<file path="src/rtl/spi_slave.sv">
`default_nettype none
// ============================================================================
//  Module   : spi_slave
//  Purpose  : SPI mode-3 responder (CPOL=1, CPHA=1, MSB first, 8-bit frames,
//             active-low slave select). SCLK/SS/MOSI are oversampled in the
//             local clk domain. Each received byte is delivered with a
//             one-cycle pulse. The byte to send is supplied through a
//             one-entry valid/ready transmit buffer.
//  Ports    : clk, rst            local clock, synchronous active-high reset
//             i_sclk, i_ss, i_mosi  asynchronous SPI pins from the master
//             o_miso, o_miso_oe   slave data out and pad output enable
//             i_tx_data/i_tx_valid/o_tx_ready  transmit byte handshake
//             o_rx_data/o_rx_valid received byte and its update pulse
//             o_busy              frame in progress
//             o_tx_underrun       frame started with an empty TX buffer
//             o_frame_err         SS released before 8 bits were received
//  Revision : 1.0  initial release
// ============================================================================
module spi_slave #(
  parameter int          SYNC_STAGES = 2,
  parameter logic [7:0]  IDLE_BYTE   = 8'hFF
) (
  input  logic       clk,
  input  logic       rst,
  input  logic       i_sclk,
  input  logic       i_ss,
  input  logic       i_mosi,
  output logic       o_miso,
  output logic       o_miso_oe,
  input  logic [7:0] i_tx_data,
  input  logic       i_tx_valid,
  output logic       o_tx_ready,
  output logic [7:0] o_rx_data,
  output logic       o_rx_valid,
  output logic       o_busy,
  output logic       o_tx_underrun,
  output logic       o_frame_err
);

  // --------------------------------------------------------------------------
  // Synchronizers plus one history stage per asynchronous input. All stages
  // reset high so that idle pins produce no edge after reset.
  // --------------------------------------------------------------------------
  logic [SYNC_STAGES-1:0] r_sclk_sync;
  logic [SYNC_STAGES-1:0] r_ss_sync;
  logic [SYNC_STAGES-1:0] r_mosi_sync;
  logic                   r_sclk_h;
  logic                   r_ss_h;

  always_ff @(posedge clk) begin
    if (rst) begin
      r_sclk_sync <= '1;
      r_ss_sync   <= '1;
      r_mosi_sync <= '1;
      r_sclk_h    <= 1'b1;
      r_ss_h      <= 1'b1;
    end else begin
      r_sclk_sync <= {r_sclk_sync[SYNC_STAGES-2:0], i_sclk};
      r_ss_sync   <= {r_ss_sync[SYNC_STAGES-2:0], i_ss};
      r_mosi_sync <= {r_mosi_sync[SYNC_STAGES-2:0], i_mosi};
      r_sclk_h    <= r_sclk_sync[SYNC_STAGES-1];
      r_ss_h      <= r_ss_sync[SYNC_STAGES-1];
    end
  end

  logic w_s_sclk;
  logic w_s_ss;
  logic w_s_mosi;
  logic w_sclk_fall;
  logic w_sclk_rise;
  logic w_ss_fall;
  logic w_ss_rise;
  logic w_active;

  assign w_s_sclk    = r_sclk_sync[SYNC_STAGES-1];
  assign w_s_ss      = r_ss_sync[SYNC_STAGES-1];
  assign w_s_mosi    = r_mosi_sync[SYNC_STAGES-1];
  assign w_sclk_fall = ~w_s_sclk &  r_sclk_h;
  assign w_sclk_rise =  w_s_sclk & ~r_sclk_h;
  assign w_ss_fall   = ~w_s_ss   &  r_ss_h;
  assign w_ss_rise   =  w_s_ss   & ~r_ss_h;
  // SS is judged from the history stage: the final SCLK rise and the SS
  // release reach the synchronized stage together, and that rise must still
  // count as part of the frame.
  assign w_active    = ~r_ss_h;

  // --------------------------------------------------------------------------
  // Frame state machine
  // --------------------------------------------------------------------------
  typedef enum logic [0:0] {
    ST_IDLE  = 1'b0,
    ST_SHIFT = 1'b1
  } state_t;

  state_t r_state;
  state_t w_state_nxt;
  logic   w_start;
  logic   w_end;

  always_ff @(posedge clk) begin
    if (rst) begin
      r_state <= ST_IDLE;
    end else begin
      r_state <= w_state_nxt;
    end
  end

  always_comb begin
    w_state_nxt = r_state;
    w_start     = 1'b0;
    w_end       = 1'b0;
    case (r_state)
      ST_IDLE: begin
        if (w_ss_fall) begin
          w_state_nxt = ST_SHIFT;
          w_start     = 1'b1;
        end
      end
      ST_SHIFT: begin
        if (w_ss_rise) begin
          w_state_nxt = ST_IDLE;
          w_end       = 1'b1;
        end
      end
      default: begin
        w_state_nxt = ST_IDLE;
      end
    endcase
  end

  // --------------------------------------------------------------------------
  // Shift datapath
  // --------------------------------------------------------------------------
  logic [7:0] r_tx_shreg;
  logic [7:0] r_rx_shreg;
  logic [3:0] r_bit_cnt;
  logic [7:0] r_rx_data;
  logic       r_done;
  logic       r_rx_valid;
  logic       r_tx_underrun;
  logic       r_frame_err;
  logic [7:0] r_buf;
  logic       r_buf_full;

  logic       w_in_shift;
  logic       w_rise_q;
  logic       w_fall_q;
  logic       w_bit_done;
  logic [3:0] w_cnt_next;
  logic       w_tx_wr;

  assign w_in_shift = (r_state == ST_SHIFT);
  assign w_rise_q   = w_in_shift & w_sclk_rise & w_active;
  // The fall that coincides with ss_fall is seen while still in IDLE, so it
  // never shifts; the first data bit stays on o_miso for the first rise.
  assign w_fall_q   = w_in_shift & w_sclk_fall;
  assign w_bit_done = w_rise_q & (r_bit_cnt == 4'd7);
  // Count saturates at 8 so extra rises inside one frame are ignored.
  assign w_cnt_next = (w_rise_q && (r_bit_cnt != 4'd8)) ? r_bit_cnt + 4'd1
                                                        : r_bit_cnt;
  assign w_tx_wr    = i_tx_valid & ~r_buf_full;

  always_ff @(posedge clk) begin
    if (rst) begin
      r_tx_shreg    <= 8'hFF;
      r_rx_shreg    <= 8'h00;
      r_bit_cnt     <= 4'd0;
      r_rx_data     <= 8'h00;
      r_done        <= 1'b0;
      r_rx_valid    <= 1'b0;
      r_tx_underrun <= 1'b0;
      r_frame_err   <= 1'b0;
    end else begin
      r_done        <= 1'b0;
      r_rx_valid    <= r_done;
      r_tx_underrun <= 1'b0;
      r_frame_err   <= 1'b0;
      if (w_start) begin
        r_tx_shreg    <= r_buf_full ? r_buf : IDLE_BYTE;
        r_tx_underrun <= ~r_buf_full;
        r_bit_cnt     <= 4'd0;
        r_rx_shreg    <= 8'h00;
      end else if (w_in_shift) begin
        if (w_rise_q && (r_bit_cnt != 4'd8)) begin
          r_rx_shreg <= {r_rx_shreg[6:0], w_s_mosi};
          r_bit_cnt  <= w_cnt_next;
        end
        if (w_bit_done) begin
          r_rx_data <= {r_rx_shreg[6:0], w_s_mosi};
          r_done    <= 1'b1;
        end
        if (w_fall_q) begin
          r_tx_shreg <= {r_tx_shreg[6:0], 1'b0};
        end
        if (w_end && (w_cnt_next != 4'd8)) begin
          r_frame_err <= 1'b1;
        end
      end
    end
  end

  // One-entry transmit buffer. The frame-start consume is applied first so a
  // write in that same cycle (only possible when already empty) survives for
  // the following frame.
  always_ff @(posedge clk) begin
    if (rst) begin
      r_buf      <= 8'h00;
      r_buf_full <= 1'b0;
    end else begin
      if (w_start) begin
        r_buf_full <= 1'b0;
      end
      if (w_tx_wr) begin
        r_buf      <= i_tx_data;
        r_buf_full <= 1'b1;
      end
    end
  end

  assign o_miso        = r_tx_shreg[7];
  assign o_miso_oe     = w_active;
  assign o_busy        = w_active;
  assign o_tx_ready    = ~r_buf_full;
  assign o_rx_data     = r_rx_data;
  assign o_rx_valid    = r_rx_valid;
  assign o_tx_underrun = r_tx_underrun;
  assign o_frame_err   = r_frame_err;

endmodule
`default_nettype wire

</file>
<file path="config.mk">
export PLATFORM = sky130hd
export DESIGN_NAME = spi_slave
export DESIGN_NICKNAME = d
export VERILOG_FILES = /design/src/rtl/spi_slave.sv
export SDC_FILE = /design/constraint.sdc
export NUM_CORES = 1
export LEC_CHECK = 0
export CAP_MARGIN = 20
export CELL_PAD_IN_SITES_DETAIL_PLACEMENT = 1
export CELL_PAD_IN_SITES_GLOBAL_PLACEMENT = 1
export CORE_MARGIN = 3
export CORE_UTILIZATION = 30
export DETAILED_ROUTE_END_ITERATION = 10
export PLACE_DENSITY = 0.65
export SETUP_SLACK_MARGIN = 0.15
export SYNTH_ARGS = -nofsm -noshare
export SYNTH_HDL_FRONTEND = slang
export SYNTH_SLANG_ARGS = --single-unit
</file>
<file path="constraint.sdc">
create_clock -name clk -period 4 [get_ports clk]
set_input_delay 0.8 -clock clk [delete_from_list [all_inputs] [get_ports clk]]
set_output_delay 0.8 -clock clk [all_outputs]
set_load 0.1 [all_outputs]
</file>
==> results by stage, run 1 <==
Placed design:
- During placement, the flow inserted port buffers numbering 28.
- The total placed instance area is between 2000 and 2500 um^2.
- Once detailed placement completed, the half-perimeter wirelength came to 2620 um.
- The last weighted congestion value of the routability-driven placer is 0.734.

Final layout:
- The number of fill cells is 695.
- The number of inserted diodes is 0.
- The utilization after layout is 0.381.
- The post-layout net count is 237.
- Compared with the post-synthesis result, the final layout area differs by 21.7%.
- Of the cells placed in the final design, the portion with a size suffix greater than 1 is 0.0631.
- Summing all non-filler instances in the final layout gives an area of between 2000 and 2500 um^2.

Synth:
- The Yosys warning count is 0.
- The most used flip-flop cell after synthesis is dfxtp_1.
- The number of distinct standard cells referenced by the synthesized netlist is 31.
- The per-instance average area after synthesis is around 9.5 um^2.
- Synthesis handed over a netlist of slightly below 200 instances.
- The synthesized netlist net count is 213.
- After synthesis, the share of flip-flops with an asynchronous set or reset is 0.
- The post-synthesis sequential element count is just under 50.
- The netlist area before placement is 1870 um^2.
- The fraction of the yosys area taken by sequential cells is 0.524.
- The count of flip-flops with a built-in enable after synthesis is 0.

Power:
- In this run the static leakage power is 0.952 nW.
- Of the total power, the share spent switching nets is 0.261.
- The clock share of power is 0.337.
- The power per cell area is approximately 400 nW/um^2.
- The switching component of the power is 233 uW.
- The share of total power dissipated in sequential elements is 0.576.
- The internal power contribution is between 600 and 700 uW.
- The logic gate share of total power is 0.086.
- The largest voltage drop on the vdd net is ~0.00014 V.

Detailed routing:
- In the routed layout, each cell is associated on average with a via count of 4.60.
- The routed layout has 1,367 vias.
- After the first detailed-routing iteration, the DRC count stood at 55.
- The wire length reported by the detailed router is 3690 um.
- After detailed routing, the number of remaining DRC violations is 0.
- The routed length per placed instance is 12.4 um.
- The number of optimization iterations in the first detailed-route pass is 4.
- The detail route stage leaves a number of antenna-violating nets equal to 0.

Critical path:
- The slowest library cell on the worst path is clkdlybuf4s50_1.
- The critical path buffer and inverter count is 2.
- Among cell families on the critical path, the largest total delay comes from buffers and inverters.
- STA puts the critical path data arrival time at 2.00 ns.
- The startpoint-to-endpoint class of the critical path is reg2out.
- Walking the worst path, the cells encountered are inv_2 -> clkdlybuf4s50_1.
- The worst setup path is captured at an output pin.
- The worst setup path is launched from a register.
- For the worst setup path, the data required time is approximately 3.2 ns.
- In this run the worst path has a maximum fanout of 10.
- The biggest cell delay along the critical path is 1.13 ns.

Global routing:
- The initial antenna violation count came to 0.
- The total overflow left after global routing is 0.
- Entering global routing, the biggest net connects 22 pins.
- The via count of the first global-routing pass was 1,354.
- Across every metal layer, demand over resource in global routing totals 0.111.
- The first global-routing pass estimated 6350 um of wire.

Floorplanning:
- The I/O pin count is 29.
- The floorplan step set the die height to 85.0 um.
- The starting density of the core is 0.313.
- The floorplan die width is 85.0 um.
- The core region area is 5990 um^2.
- The area of the die is 7230 um^2.
- The number of placement rows is 28.

Run status:
- The run finished with clean final reports.

CTS:
- The cell at the root of the clock tree is clkbuf_8.
- After clock tree synthesis, the clock-pin slew on the worst setup and hold paths is 0.09 ns.
- Post-CTS repair changed the size of 0 cells.
- In this run the post-CTS setup repair buffer count came out at 0.
- CTS saw 49 sinks.
- The cts-stage hold buffer count is 0.
- The insertion delay of the later-clocked pin in the worst-skew pair is 0.31 ns.
- The H-tree was split into 2 levels.
- Counting the buffers created by CTS gives 5.
- The maximum buffer depth of the clock tree is 2.
- TritonCTS built the clock tree.

Timing:
- The final max-slew violation count is 0.
- The final period demand of the worst path is 2.80 ns.
- The worst pin sits at a relative slew slack of 0.311.
- The final setup skew is 0.00799 ns.
- The total count of hold-check failures in the final report came to 0.
- On the final layout, the worst hold slack is 0.419 ns.
- The final cycle utilization of the critical path is 0.699.
- The number of failing setup endpoints in the final timing report is 0.
- The post-route setup TNS is 0 ns.
- For this run, the top clock speed supported by timing is 358 MHz.
- The actual transition at the worst max-transition pin is about 1 ns.
- Setup repair after global routing left no endpoint under its margin.

Hold path:
- The worst hold path belongs to the class reg2reg.

Run:
- The tool flagged a number of max-cap violations equal to 0.
==> state kept, by name, indices dropped and copies added, names as in the netlist <==
name	flops
r_ss_sync	2
r_buf	8
o_tx_underrun	1
r_rx_shreg	7
r_buf_full	1
r_tx_shreg	8
r_mosi_sync	2
o_frame_err	1
o_rx_valid	1
r_state	1
r_bit_cnt	4
o_rx_data	8
r_ss_h	1
r_done	1
r_sclk_h	1
r_sclk_sync	2
==> layout make-up <==
| class | instances | area (um^2) | area share |
|---|---|---|---|
| tap | 75 | 93.8 | 0.0412 |
| clock inverter | 3 | 22.5 | 0.00988 |
| inverter | 14 | 52.6 | 0.0231 |
| timing repair buffer | 29 | 288 | 0.126 |
| clock buffer | 5 | 68.8 | 0.0302 |
| multi-input combinational | 122 | 773 | 0.339 |
| sequential | 49 | 981 | 0.430 |
==> placed cells by master, fill, tap and decap left out, drive strengths merged, types with 2 or more instances in the layout <==
cell type	instances
dfxtp	49
a311oi	7
o21ai	3
nand4b	2
a21oi	11
nand4	2
mux2i	16
ha	2
clkdlybuf4s50	28
clkinv	3
a211o	8
or2	8
clkbuf	5
inv	14
a31oi	2
nor2	25
xnor2	2
nor2b	3
nand2	23
==> synth_stat cells, drive strengths merged, types with 2 or more instances <==
cell type	instances	share of area
a211o	8	0.037
a21oi	11	0.029
a311oi	7	0.033
a31oi	2	0.010
buf	5	0.021
clkbuf	7	0.014
dfxtp	49	0.52
ha	2	0.013
inv	14	0.028
mux2i	16	0.086
nand2	23	0.046
nand4	2	0.0067
nand4b	2	0.0094
nor2	25	0.050
nor2b	3	0.010
o21ai	3	0.0080
or2	8	0.027
xnor2	2	0.0094
==> path summary, 6_finish.rpt <==
check | from | to | slack (ns) | cells after the start
max | r_buf_full | o_tx_ready | 1.20 | 2
min | r_sclk_sync[0] | r_sclk_sync[1] | 0.42 | 1
max reg2reg | r_bit_cnt[0] | o_frame_err | 1.93 | 6
min reg2reg | r_sclk_sync[0] | r_sclk_sync[1] | 0.42 | 1
==> power by group through the flow <==
stage | sequential (mW) | combinational [mW] | clock (mW)
2_1_floorplan | 0.526 | 0.0497 | 0
3_3_place_gp | 0.524 | 0.0782 | 0
3_5_place_dp | 0.524 | 0.0782 | 0
4_1_cts | 0.513 | 0.0784 | 0.312
5_1_grt | 0.515 | 0.0852 | 0.334
6_report | 0.513 | 0.0769 | 0.300
==> worst register-to-register path, stage by stage (launching register included) <==
cell     delay, ns
dfxtp_1       0.36
inv_1         0.11
ha_1          0.17
nand2_1       0.09
o21ai_1       0.81
mux2i_1       0.32
a31oi_1       0.10
==> cell families after synthesis <==
family | synth area share
multiplexers | 0.0855
flip-flops | 0.524
XOR/XNOR | 0.00935
AO/OA/AOI/OAI | 0.122
buffers and inverters | 0.0635
AND/OR/NAND/NOR | 0.178
adder cells (fa/ha/maj) | 0.0187
==> metrics by stage <==
stage               instances  power, mW  setup WS (ns)
floorplan                 197      0.576           1.85
global placement          289      0.602           1.56
detailed placement        289      0.602           1.54
CTS                       297      0.903           1.20
global route              297      0.934           1.13
finish                    297      0.890           1.20
==> routing by layer <==
layer  vias up  wire length, um  share of wire  global-route usage
met3         7              129          0.035              0.0320
met4         0               77          0.021              0.0518
met1       633             1900           0.51               0.144
li1        703                -              -                   -
met5         -                0              0                   0
met2        24             1590           0.43               0.170
Note: power is estimated with default switching activity, not from simulation.
==> run 2: changes to the inputs <==
--- a/config.mk
+++ b/config.mk
@@ -11,7 +11,7 @@
 export CORE_MARGIN = 3
 export CORE_UTILIZATION = 30
 export DETAILED_ROUTE_END_ITERATION = 10
-export PLACE_DENSITY = 0.65
+export PLACE_DENSITY = 0.67
 export SETUP_SLACK_MARGIN = 0.15
 export SYNTH_ARGS = -nofsm -noshare
 export SYNTH_HDL_FRONTEND = slang
==> constraint.sdc (replaced) <==
create_clock -name clk -period 2.4 [get_ports clk]
set_input_delay 0.48 -clock clk [delete_from_list [all_inputs] [get_ports clk]]
set_output_delay 0.48 -clock clk [all_outputs]
set_load 0.1 [all_outputs]
==> run 2 against run 1 <==
Effect of this change: largest power group unchanged; clock skew decreased by 0.0014 ns; global-route usage decreased by 0.12 points; highest routed layer unchanged; power increased by 66%; critical path type unchanged; clock-buffer cell count increased by 1; core utilization decreased by 0.27 points.
==> results by stage, run 2 (synthesis results as in run 1) <==
Timing:
- The number of failing setup endpoints in the final timing report is 0 (unchanged).
- Of the available clock period, the critical path in the final layout requires 0.713.
- The actual transition at the worst max-transition pin is 0.728 ns (-0.299 ns).
- The final max-slew violation count came to 0 (unchanged).
- The final worst hold slack was 0.408 ns (-0.0105 ns).
- Setup repair after global routing left no endpoint under its margin.
- The total count of hold-check failures in the final report is 0 (unchanged).
- The final setup skew is 0.00654 ns (-0.00145 ns).
- Based on the critical path, the design can be clocked at up to slightly below 600 MHz.
- The post-route setup TNS is 0 ns (unchanged).
- The final period demand of the worst path is 1.71 ns.
- The worst relative slew slack was 0.513 (+0.203).

Run status:
- The flow ran to the end, and the final reports show no timing, DRC or antenna violations.

Detailed routing:
- The residual antenna-violating net count after detailed routing came to 0 (unchanged).
- The number of optimization iterations in the first detailed-route pass came to 4 (unchanged).
- The average via count per standard cell is 4.59 (-0.38%).
- The wire length reported by the detailed router is 3750 um (+1.5%).
- The routed length per placed instance is 12.5 um (+0.81%).
- The number of vias in the routed layout is 1,371 (+0.29%).
- The number of design rule violations left after detail routing is 0 (unchanged).
- The detailed router's first-iteration violation count is 35 (-36%).

CTS:
- The H-tree depth is 2 (unchanged).
- The insertion delay of the later-clocked pin in the worst-skew pair is 0.30 ns (about the same).
- The post-cts resize count was 0 (unchanged).
- The clock-pin transition on the worst setup and hold timing paths was 0.09 ns (about the same).
- The clock buffer count from CTS is 5 (unchanged).
- TritonCTS built the clock tree.
- The maximum buffer depth of the clock tree is 2 (unchanged).
- The cts-stage hold buffer count was 0 (unchanged).
- The CTS sink count came to 49 (unchanged).
- The tree is rooted in a clkbuf_8.
- The total setup buffers inserted after CTS came to 0 (unchanged).

Hold path:
- In this run the most critical hold path is launched from r_ss_sync[0].
- The type of the worst min-delay path is reg2reg.
- The hold-critical path depth was 1 (unchanged).

Critical path:
- The critical path arrival is 1.23 ns (-0.77 ns).
- The worst setup path is launched from a register.
- The worst setup path startpoint is r_buf_full.
- The critical path goes through inv_2 -> buf_4.
- The biggest cell delay along the critical path is 0.57 ns (-0.56 ns).
- The slack of the worst reg-to-reg path is 0.72 ns (-1.21 ns).
- The worst register-to-register path begins at r_state.
- The worst reg2reg path depth is 4 (-2).
- The maximum fanout encountered on the critical timing path is 10 (unchanged).
- Among all stages on the critical path, the largest delay is contributed by dfxtp_1.
- The data required time at the worst endpoint came to 1.92 ns (-1.28 ns).
- The startpoint-to-endpoint class of the critical path is reg2out.
- The nature of the critical path endpoint is an output pin.

Placed design:
- The total instance count after detailed placement is 292 (+1.0%).
- The HPWL after detailed placement is 2680 um (+2.5%).
- The number of port buffers came to 28 (unchanged).
- The last weighted congestion value of the routability-driven placer is 0.716 (-2.4%).

Power:
- The power per cell area is 652 nW/um^2 (+67%).
- The cell leakage power is 0.988 nW (+3.7%).
- The largest voltage drop on the vdd net is 0.000388 V (+170%).
- The total power was 1.48 mW (+66%).

Floorplanning:
- The floorplan die width came to 85.0 um (unchanged).
- The number of placement rows was 28 (unchanged).
- The area of the die is 7230 um^2 (unchanged).
- The I/O pin count came to 29 (unchanged).
- The core region area came to 5990 um^2 (unchanged).
- The floorplan die height is 85.0 um (unchanged).
- The starting density of the core came to 0.313 (unchanged).

Global routing:
- The initial antenna violation count is 0 (unchanged).
- The residual overflow from global routing is 0 (unchanged).
- The via count of the first global-routing pass is 1,364 (+0.74%).
- The largest net degree at the start of global routing is 30 (+36%).
- The global-route wire length before repair is 6510 um (+2.5%).
- The global-route usage over all layers is 0.110 (-0.00123).

Final layout:
- The share of post-route cells with drive strength above 1 was 0.138 (+0.0753).
- The utilization after layout is 0.378 (-0.00272).
- The final cell count without fillers is 299 (+0.67%).
- Leaving out fill and tap cells, the most frequent cells in the layout are dfxtp_1 (49), nor2_1 (25), nand2_1 (23).
- Compared with the post-synthesis result, the final layout area differs by 20.8%.
- The post-layout net count is 240 (+1.3%).
- The number of inserted diodes is 0 (unchanged).
- The leading cell type in the layout, fill and taps excluded is dfxtp_1.

Run:
- The max-cap violation count is 0 (unchanged).
==> run 2: cell types whose count changed in the layout (fill, tap and decap cells not counted) <==
| cell | previous run | this run |
|---|---|---|
| clkinvlp_4 | 0 | 1 |
| clkbuf_8 | 5 | 6 |
| clkinv_2 | 1 | 0 |
| clkinv_4 | 2 | 0 |
| buf_4 | 1 | 19 |
| clkdlybuf4s50_1 | 28 | 13 |
==> run 2: final timing paths <==
kind / endpoint
worst max register to register: r_tx_shreg[5]
worst min register to register: r_ss_sync[1]
worst min-delay path: r_ss_sync[1]
worst max-delay path: o_tx_ready
==> run 2: final cells by class <==
class | count | area [um^2]
fillers | 690 | 3730
flip-flops and latches | 49 | 981
multi-input cells | 122 | 773
repair buffers | 32 | 273
well taps | 75 | 93.8
clock buffers | 6 | 82.6
inverters | 14 | 52.6
clock inverters | 1 | 7.51
==> run 2: power breakdown <==
group / switching (mW) / internal, mW / leakage [nW]
clock network: 0.265 / 0.228 / 0.0433
logic: 0.0779 / 0.0503 / 0.545
registers: 0.0179 / 0.837 / 0.399
==> run 2: layer usage <==
layer / vias to the layer above / GRT usage / routed length, um
li1: 712 / - / -
met3: 5 / 0.0223 / 141
met4: 0 / 0.0475 / 68
met2: 21 / 0.162 / 1610
met5: - / 0 / 0
met1: 633 / 0.155 / 1930
==> run 2: per-stage QoR <==
stage	area, um^2	worst slack, ns
5_1_grt	2260	0.542
3_5_place_dp	2170	0.625
4_1_cts	2260	0.675
3_3_place_gp	2170	0.640
6_report	2260	0.690
2_1_floorplan	1870	0.567
==> run 2: critical path, delay by kind of cell, from the launching register on <==
family                 cells  cell delay [ns]
DFF                        1             0.57
buffers and inverters      2             0.36
==> run 3: changes to the inputs <==
==> constraint.sdc (replaced) <==
create_clock -name clk -period 1.39 [get_ports clk]
set_input_delay 0.278 -clock clk [delete_from_list [all_inputs] [get_ports clk]]
set_output_delay 0.278 -clock clk [all_outputs]
set_load 0.1 [all_outputs]
==> run 3 against run 2 <==
Effect of this change: combinational power increased by 140%; largest power group unchanged; clock skew shrank 0.0036 ns; first-iteration DRC count up 20%; critical path depth rose by 3; die area stayed put; critical endpoint is now o_rx_data[6]; sequential power rose by 72%; via count is 10% higher; global-route usage increased by 1.6 points; power grew 81%; largest cell class unchanged; non-clock buffer count up 14; cell count rose by 5.7%; the run now ends with negative setup slack left; clock power increased by 83%.
==> results by stage, run 3 (synthesis results as in run 1) <==
Critical path:
- The worst reg2reg path depth came to 5 (+1).
- In this run the critical register-to-register path is captured at o_rx_data[6].
- The slack of the worst reg-to-reg path is -0.0006 ns (-0.72 ns).
- The biggest cell delay along the critical path is 0.40 ns (-0.17 ns).
- The maximum fanout encountered on the critical timing path is 9 (-1).
- The critical path buffer and inverter count is 1 (-1).
- The launch instance of the worst register-to-register path is r_ss_h.
- The category of cells accounting for the largest share of critical-path delay is simple AND/OR/NAND/NOR gates.
- The worst setup path is launched from a register.
- The critical path arrival was 1.59 ns (+0.36 ns).
- The data required time at the worst endpoint came to 1.58 ns (-0.34 ns).
- STA classifies the critical path endpoint as a register.
- The worst setup path is of the reg2reg kind.
- The signal on the critical path passes through and4bb_4 -> nand4b_1 -> buf_6 -> mux2i_1 -> nor2_1.
- The slowest library cell on the worst path is and4bb_4.

Detailed routing:
- The number of optimization iterations in the first detailed-route pass is 4 (unchanged).
- The detailed router's first-iteration violation count was 42 (+20%).
- The routed length per placed instance is 13.7 um (+9.1%).
- The number of vias in the routed layout is 1,509 (+10%).
- The residual antenna-violating net count after detailed routing is 0 (unchanged).
- The wire length reported by the detailed router is 4320 um (+15%).
- The average via count per standard cell was 4.78 (+4.1%).
- The number of design rule violations left after detail routing is 0 (unchanged).

Global routing:
- The global-route wire length before repair was 7370 um (+13%).
- The residual overflow from global routing was 0 (unchanged).
- The global-route usage over all layers is 0.126 (+0.0162).
- The largest net degree at the start of global routing came to 20 (-33%).
- The via count of the first global-routing pass is 1,582 (+16%).
- The initial antenna violation count is 0 (unchanged).

Timing:
- Timing would allow up to roughly 720 MHz.
- The post-route setup TNS is -0.000638 ns (-0.000638 ns).
- The total count of hold-check failures in the final report is 0 (unchanged).
- The final max-slew violation count is 0 (unchanged).
- Setup repair after global routing could not meet its margin everywhere.
- The final worst hold slack is 0.415 ns (+0.00675 ns).
- The actual transition at the worst max-transition pin is 0.409 ns (-0.318 ns).
- The final cycle utilization of the critical path is 1.00.
- The worst relative slew slack is 0.726 (+0.213).
- The final period demand of the worst path is 1.39 ns.
- The number of failing setup endpoints in the final timing report is 1 (+1).
- The final setup skew is 0.00289 ns (-0.00365 ns).
- The final setup slack of the worst path is -0.000638 ns (-0.690 ns).

Run status:
- The flow ran to the end, but the final reports show violations.
- The checks that failed: negative setup slack.

Hold path:
- The worst hold path terminates at r_ss_sync[1].
- The hold-critical path depth is 1 (unchanged).
- The min-delay analysis places its worst path in the category reg2reg.
- The worst hold path begins at r_ss_sync[0].

Placed design:
- The number of port buffers was 28 (unchanged).
- The total instance count after detailed placement was 299 (+2.4%).
- The HPWL after detailed placement was 2930 um (+9.2%).
- The last weighted congestion value of the routability-driven placer is 0.723 (+0.95%).

Floorplanning:
- The number of placement rows is 28 (unchanged).
- The core region area is 5990 um^2 (unchanged).
- The I/O pin count is 29 (unchanged).
- The floorplan die height was 85.0 um (unchanged).
- The area of the die was 7230 um^2 (unchanged).
- The floorplan die width is 85.0 um (unchanged).
- The starting density of the core is 0.313 (unchanged).

Final layout:
- The utilization after layout came to 0.463 (+0.0852).
- The share of post-route cells with drive strength above 1 is 0.299 (+0.160).
- The area used by sequential logic in the layout is 998 um^2 (+1.8%).
- The top cell types in the final layout, fill and taps aside, are dfxtp_1 (43), nor2_1 (25), nand2_1 (22).
- The number of fill cells is 634 (-8.1%).
- The growth of design area from synthesis to finish is 48.1%.
- The leading cell type in the layout, fill and taps excluded is dfxtp_1.
- The post-layout net count was 256 (+6.7%).
- The number of inserted diodes is 0 (unchanged).
- The final cell count without fillers is 316 (+5.7%).
- The multi-input logic area is 902 um^2 (+17%).

CTS:
- The H-tree depth is 2 (unchanged).
- The insertion delay of the later-clocked pin in the worst-skew pair was 0.29 ns (about the same).
- The maximum buffer depth of the clock tree is 2 (unchanged).
- The CTS sink count is 49 (unchanged).
- The clock tree from TritonCTS is done.
- The clock-pin transition on the worst setup and hold timing paths was 0.09 ns (about the same).
- The tree is rooted in a clkbuf_8.
- The clock buffer count from CTS is 5 (unchanged).

Power:
- The cell leakage power is 1.16 nW (+18%).
- The power per cell area is 965 nW/um^2 (+48%).
- The total power is 2.68 mW (+81%).
- The largest voltage drop on the vdd net came to 0.000492 V (+27%).

Run:
- The max-cap violation count is 0 (unchanged).
## run 3: cell type report
cell class / instances / area share
clock buffer: 7 / 0.0347
clock inverter: 1 / 0.00180
inverter: 14 / 0.0230
multi-input combinational: 124 / 0.325
sequential: 49 / 0.360
tap: 75 / 0.0338
timing repair buffer: 46 / 0.221
## run 3: per-stage QoR
stage | setup slack, ns | area [um^2]
2_1_floorplan | -0.0348 | 1950
3_3_place_gp | -0.00802 | 2490
5_1_grt | -0.0561 | 2770
6_report | -0.000638 | 2770
3_5_place_dp | -0.0477 | 2490
4_1_cts | 0.0159 | 2720
## run 3: what timing repair did
item / CTS / global route
pin swaps: 13 / 9
endpoints found under the setup margin: 31 / 32
resized for setup: 16 / 8
setup buffers: 6 / 1
gates cloned: 1 / 1
hold buffers: 0 / 0
## run 3: layer usage
metal / GRT usage / part of all wire / vias up
li1: - / - / 751
met1: 0.161 / 0.48 / 734
met2: 0.204 / 0.48 / 22
met3: 0.0359 / 0.031 / 2
met4: 0.0432 / 0.0083 / 0
met5: 0 / 0 / -
## run 3: how the worst max path moves through the flow
stage / startpoint / to / slack [ns] / cells after the start
after floorplan: r_ss_h / o_miso_oe / -0.03 / 2
after global placement: rst / r_rx_shreg[2] / -0.008 / 3
after detailed placement: rst / r_rx_shreg[0] / -0.05 / 3
after CTS: r_ss_h / o_rx_data[5] / 0.02 / 5
after global routing: r_ss_h / o_rx_data[5] / -0.06 / 5
final: r_ss_h / o_rx_data[6] / -0.0006 / 5
## run 3: where the power goes
part / switching, mW / total (mW) / internal, mW
Clock: 0.453 / 0.903 / 0.450
Combinational: 0.166 / 0.306 / 0.140
Sequential: 0.0271 / 1.47 / 1.44
